**src/rtl/fpu_mul_pipe.sv**
```systemverilog
// fpu_mul_pipe: three-stage pipelined floating-point multiplier.
// S1 unpack/classify, S2 significand multiply, S3 normalise/round/pack.
// Subnormal inputs are treated as zero and tiny results flush to zero.
// One global advance signal moves every stage together; in_ready is the
// only combinational output.
module fpu_mul_pipe #(
    parameter int EXPONENT_WIDTH = 8,
    parameter int MANTISSA_WIDTH = 23,
    parameter int TAG_WIDTH      = 4,
    localparam int W             = EXPONENT_WIDTH + MANTISSA_WIDTH + 1
) (
    input  logic                 clk,
    input  logic                 rst,
    input  logic                 in_valid,
    output logic                 in_ready,
    input  logic [W-1:0]         operand_a,
    input  logic [W-1:0]         operand_b,
    input  logic                 round_mode,
    input  logic [TAG_WIDTH-1:0] in_tag,
    output logic                 out_valid,
    input  logic                 out_ready,
    output logic [W-1:0]         result,
    output logic [TAG_WIDTH-1:0] out_tag,
    output logic [3:0]           flags,
    output logic                 exception
);
    localparam int E  = EXPONENT_WIDTH;
    localparam int M  = MANTISSA_WIDTH;
    localparam int EW = E + 2;
    localparam int PW = 2 * M + 2;
    localparam logic signed [EW-1:0] BIAS     = EW'((1 << (E - 1)) - 1);
    localparam logic signed [EW-1:0] EXP_MAX  = EW'((1 << E) - 1);
    localparam logic signed [EW-1:0] EXP_ZERO = '0;
    localparam logic [W-1:0] QNAN = {1'b0, {E{1'b1}}, 1'b1, {(M-1){1'b0}}};

    logic       advance;
    logic [3:1] vld_pipe;

    assign advance   = !vld_pipe[3] || out_ready;
    assign in_ready  = advance;
    assign out_valid = vld_pipe[3];
    assign exception = |flags;

    // ---------------- S1: unpack / classify ----------------
    logic [E-1:0] ea, eb;
    logic [M-1:0] fa, fb;
    logic a_zero, b_zero, a_inf, b_inf, a_nan, b_nan, a_snan, b_snan, sign_in;
    logic              spec_in, inv_in;
    logic [W-1:0]      spec_res_in;
    logic signed [EW-1:0] exp_sum_in;

    assign ea      = operand_a[W-2:M];
    assign eb      = operand_b[W-2:M];
    assign fa      = operand_a[M-1:0];
    assign fb      = operand_b[M-1:0];
    assign a_zero  = (ea == '0);
    assign b_zero  = (eb == '0);
    assign a_inf   = (&ea) && (fa == '0);
    assign b_inf   = (&eb) && (fb == '0);
    assign a_nan   = (&ea) && (fa != '0);
    assign b_nan   = (&eb) && (fb != '0);
    assign a_snan  = a_nan && !fa[M-1];
    assign b_snan  = b_nan && !fb[M-1];
    assign sign_in = operand_a[W-1] ^ operand_b[W-1];
    assign exp_sum_in = $signed({2'b00, ea}) + $signed({2'b00, eb}) - BIAS;

    // Special-operand results bypass the arithmetic, NaN taking precedence
    always_comb begin
        spec_in     = 1'b0;
        inv_in      = 1'b0;
        spec_res_in = '0;
        if (a_nan || b_nan) begin
            spec_in     = 1'b1;
            spec_res_in = QNAN;
            inv_in      = a_snan || b_snan;
        end else if ((a_zero && b_inf) || (a_inf && b_zero)) begin
            spec_in     = 1'b1;
            spec_res_in = QNAN;
            inv_in      = 1'b1;
        end else if (a_inf || b_inf) begin
            spec_in     = 1'b1;
            spec_res_in = {sign_in, {E{1'b1}}, {M{1'b0}}};
        end else if (a_zero || b_zero) begin
            spec_in     = 1'b1;
            spec_res_in = {sign_in, {(W-1){1'b0}}};
        end
    end

    // Stage valid bits shift together on advance; bubbles shift too
    always_ff @(posedge clk) begin
        if (rst)
            vld_pipe <= '0;
        else if (advance)
            vld_pipe <= {vld_pipe[2:1], in_valid};
    end

    logic                 s1_sign, s1_spec, s1_inv, s1_rm;
    logic [W-1:0]         s1_spec_res;
    logic signed [EW-1:0] s1_exp;
    logic [M:0]           s1_ma, s1_mb;
    logic [TAG_WIDTH-1:0] s1_tag;

    // S1 payload registers
    always_ff @(posedge clk) begin
        if (advance) begin
            s1_sign     <= sign_in;
            s1_spec     <= spec_in;
            s1_inv      <= inv_in;
            s1_rm       <= round_mode;
            s1_spec_res <= spec_res_in;
            s1_exp      <= exp_sum_in;
            s1_ma       <= {1'b1, fa};
            s1_mb       <= {1'b1, fb};
            s1_tag      <= in_tag;
        end
    end

    // ---------------- S2: significand multiply ----------------
    logic                 s2_sign, s2_spec, s2_inv, s2_rm;
    logic [W-1:0]         s2_spec_res;
    logic signed [EW-1:0] s2_exp;
    logic [PW-1:0]        s2_prod;
    logic [TAG_WIDTH-1:0] s2_tag;

    // S2 payload registers, product of the two hidden-bit significands
    always_ff @(posedge clk) begin
        if (advance) begin
            s2_sign     <= s1_sign;
            s2_spec     <= s1_spec;
            s2_inv      <= s1_inv;
            s2_rm       <= s1_rm;
            s2_spec_res <= s1_spec_res;
            s2_exp      <= s1_exp;
            s2_prod     <= PW'(s1_ma) * PW'(s1_mb);
            s2_tag      <= s1_tag;
        end
    end

    // ---------------- S3: normalise / round / pack ----------------
    logic                 msb, guard, sticky, inc;
    logic [M-1:0]         frac;
    logic [M:0]           frac_r;
    logic signed [EW-1:0] exp_n, exp_r;
    logic [W-1:0]         res_nx;
    logic [3:0]           flg_nx;

    assign msb    = s2_prod[PW-1];
    assign frac   = msb ? s2_prod[2*M:M+1] : s2_prod[2*M-1:M];
    assign guard  = msb ? s2_prod[M] : s2_prod[M-1];
    assign sticky = msb ? |s2_prod[M-1:0] : |s2_prod[M-2:0];
    assign inc    = !s2_rm && guard && (sticky || frac[0]);
    assign frac_r = {1'b0, frac} + {{M{1'b0}}, inc};
    assign exp_n  = s2_exp + $signed({{(EW-1){1'b0}}, msb});
    // A rounding carry leaves frac_r[M-1:0] at zero, so only the exponent moves
    assign exp_r  = exp_n + $signed({{(EW-1){1'b0}}, frac_r[M]});

    // Pick special, overflow, flush-to-zero or normal packed result
    always_comb begin
        res_nx = {s2_sign, exp_r[E-1:0], frac_r[M-1:0]};
        flg_nx = {3'b000, guard || sticky};
        if (s2_spec) begin
            res_nx = s2_spec_res;
            flg_nx = {s2_inv, 3'b000};
        end else if (exp_r >= EXP_MAX) begin
            res_nx = s2_rm ? {s2_sign, {(E-1){1'b1}}, 1'b0, {M{1'b1}}}
                           : {s2_sign, {E{1'b1}}, {M{1'b0}}};
            flg_nx = 4'b0101;
        end else if (exp_r <= EXP_ZERO) begin
            res_nx = {s2_sign, {(W-1){1'b0}}};
            flg_nx = 4'b0011;
        end
    end

    // Output registers; held while the consumer stalls
    always_ff @(posedge clk) begin
        if (rst) begin
            result  <= '0;
            out_tag <= '0;
            flags   <= '0;
        end else if (advance) begin
            result  <= res_nx;
            out_tag <= s2_tag;
            flags   <= flg_nx;
        end
    end
endmodule

```
**config.mk**
```make
export PLATFORM = sky130hd
export DESIGN_NAME = fpu_mul_pipe
export DESIGN_NICKNAME = d
export VERILOG_FILES = /design/src/rtl/fpu_mul_pipe.sv
export SDC_FILE = /design/constraint.sdc
export NUM_CORES = 2
export LEC_CHECK = 0
export CAP_MARGIN = 0
export CORE_MARGIN = 4
export CORE_UTILIZATION = 65
export CTS_CLUSTER_DIAMETER = 40
export CTS_CLUSTER_SIZE = 16
export DETAILED_ROUTE_END_ITERATION = 7
export PLACE_DENSITY_LB_ADDON = 0.05
export SYNTH_ARGS = -nofsm -noshare
export SYNTH_HDL_FRONTEND = slang
export SYNTH_SLANG_ARGS = --single-unit
```
**constraint.sdc**
```tcl
create_clock -name clk -period 17.3 [get_ports clk]
set_input_delay 4.325 -clock clk [delete_from_list [all_inputs] [get_ports clk]]
set_output_delay 4.325 -clock clk [all_outputs]
set_load 0.05 [all_outputs]
```
==> summary.txt <==
Outcome
  • Outcome: completed

Yosys
  • Synth Flop Type: edfxtp_1
  • Seq cells post-synth: 179
  • Count leader, synth: inv_1
  • Largest cells by area after synthesis: fa_1 (37%), edfxtp_1 (16%), ha_1 (9.2%), inv_1 (8.3%), and2_1 (5.7%)
  • Synth Cell Area: 26100 µm²
  • Post-synth ARST share: 0%
  • Synthesized Nets: 3466
  • Synth area leader: fa_1
  • Post-synth EDFFs: 136
  • Top post-synthesis cells by count: inv_1 (579), fa_1 (484), nand2_1 (346)
  • Cells after Synth: 2718
  • Post-synthesis sequential area ratio: 18.9%
  • Avg Cell Area, Syn: 9.61 µm²
  • Share of the synthesized area in the top cell type: 37.1%
  • YS warnings: 0
  • Netlist cell types: 72

Global route
  • Pin count of the biggest net entering global routing: 94
  • Total GRT Usage: 33.6%
  • First-pass GRT wire length: 113000 µm
  • Vias in the first global route: 20.9k
  • GRT overflow: 0
  • Initial antenna violation count: 1

Setup path
  • R2R depth: 23
  • Reg2Reg Setup Slack: 8.94 ns
  • Worst Setup End Kind: output pin
  • Startpoint types: input pin
  • CP required: 12.98 ns
  • Critical path start-end classification: input pin to output pin
  • Launch point of the worst path: out_ready
  • Worst EP arrival: 6.53 ns
  • Crit-path max FO: 61
  • Reg-to-reg endpoint: s2_prod[40]
  • RR Startpoint: s1_mb[0]
  • Critical Path, Cell by Cell: clkdlybuf4s50_1 > nor2b_2 > buf_4 > inv_6 > clkdlybuf4s50_1
  • Worst setup path end: in_ready
  • Crit path max-delay cell type: clkdlybuf4s50_1
  • Most common cell on crit path: clkdlybuf4s50_1
  • Max incr delay on CP: 0.93 ns

Clocking
  • Setup Fix Bufs, Post-CTS: 0
  • CTS Buf Count: 17
  • Cts repair resizes: 0
  • Root buf cell: clkbuf_16
  • Worst-path clk slew: 0.07 ns
  • Longest Clk Path Bufs: 2
  • H-tree Lvls: 4
  • CTS Sinks: 179
  • Hold-fix buffers, CTS: 0
  • CTS tree: yes
  • Worst skew pair latency: 0.46 ns

Timing
  • Period utilization: 62.8%
  • RSZ-0062 raised after global routing: no
  • Period minus WS final: 10.86 ns
  • Max Slew Vio Count: 0
  • Slew margin rel.: 12.1%
  • Worst slew pin tran: 1.32 ns
  • Number of hold violations in the final report: 0
  • # setup viols final: 0
  • Setup TNS: 0 ns
  • Worst Skew: 0.0134 ns
  • FMAX: 92.1 MHz

Layout
  • Layout Nets: 3515
  • FF+latch area: 4940 µm²
  • N_diodes: 0
  • Area taken by multi-input logic gates: 18500 µm²
  • Area Overhead vs Synth: 8.48%
  • Fillers: 2983
  • Layout cells sized above 1: 3.20%

Run
  • Max-Cap Viols: 0

Die
  • Core box area: 39700 µm²
  • Die width: 208 µm
  • # IOs: 116
  • DIE HEIGHT: 208 µm
  • DIE AREA: 43500 µm²
  • Cell Rows: 73
  • Initial Util: 65.7%

Routing
  • WL met2: 32300 µm
  • WL per Instance: 21.4 µm
  • Detailed-route DRC error count: 0
  • First-pass iteration count of the detailed router: 5
  • Initial DRC Count: 1612
  • Met1 wire length: 27200 µm
  • Routed vias: 19.3k
  • Antenna viol nets, final: 0
  • Uppermost layer routed: met4
  • Routed Wire Length: 70600 µm
  • Routed length on met3: 8490 µm
  • DR vias/cell: 5.82

Worst hold path
  • Worst hold path class: register to register

Placed design
  • Port bufs: 115
  • Final Wtd Congestion: 0.998
  • DP HPWL: 52700 µm
-- sequential cells by signal, summed over array words and instances, names as in the netlist, 3 cells and up --
signal       cells
flags            4
out_tag          4
result          32
s1_exp          10
s1_ma           23
s1_mb           23
s1_spec_res      3
s1_tag           4
s2_exp          10
s2_prod         48
s2_spec_res      3
s2_tag           4
vld_pipe         3
-- area by class of cell --
class / count / area share, %
Clock buffer: 18 / 1.51
Clock inverter: 14 / 0.552
Inverter: 585 / 7.77
Multi-Input combinational cell: 1830 / 65.3
Sequential cell: 179 / 17.5
Tap cell: 525 / 2.32
Timing Repair Buffer: 154 / 5.10
-- cell usage in the layout, fill, tap and decap left out, types with 38 or more instances in the layout --
cell / n
xnor2_1: 49
and2_1: 238
a21oi_1: 92
dfxtp_1: 43
xor2_1: 38
inv_1: 579
buf_4: 39
nor2_1: 88
nand2_1: 346
fa_1: 484
ha_1: 191
edfxtp_1: 136
clkdlybuf4s50_1: 115
-- metal layers --
layer / track usage [%] / vias to the layer above
li1: - / 8438
met1: 44.4 / 9539
met2: 53.2 / 1065
met3: 10.9 / 208
met4: 10.6 / 0
met5: 0 / -
-- how the worst min path moves through the flow --
stage | slack [ns] | to | cells past startpoint | from
finish | 0.42 | s2_exp[7] | 0 | s1_exp[7]
global route | 0.43 | s2_exp[1] | 0 | s1_exp[1]
CTS | 0.42 | s2_exp[7] | 0 | s1_exp[7]
detailed placement | 0.41 | s2_sign | 0 | s1_sign
global placement | 0.40 | s2_sign | 0 | s1_sign
floorplan | 0.40 | s2_exp[0] | 0 | s1_exp[0]
-- cells by family after synthesis --
logic type	synth area share, %
flops	18.9
buf+inv	10.2
compound gates	5.78
xor+xnor	2.92
fa+ha+maj	46.2
mux	0.747
simple gates	15.1
-- worst max-delay path, delay by kind of cell --
family	cells	cell delay [ns]
buffers and inverters	4	2.13
AND/OR/NAND/NOR	1	0.04
-- per-stage QoR --
step           util (%)  hold WS [ns]  cells  setup slack [ns]  area, µm²
5_1_grt            71.3         0.430   3305              6.33      28300
2_1_floorplan         -         0.400   2718              4.03      26100
3_5_place_dp       69.8         0.405   3273              6.41      27700
4_1_cts            71.3         0.423   3305              6.41      28300
6_report           71.3         0.421   3305              6.44      28300
3_3_place_gp       69.8         0.400   3273              6.41      27700
Power is left out: the tool's default activity adds up to more than one toggle a clock period on the data nets, which glitch-free logic cannot reach.
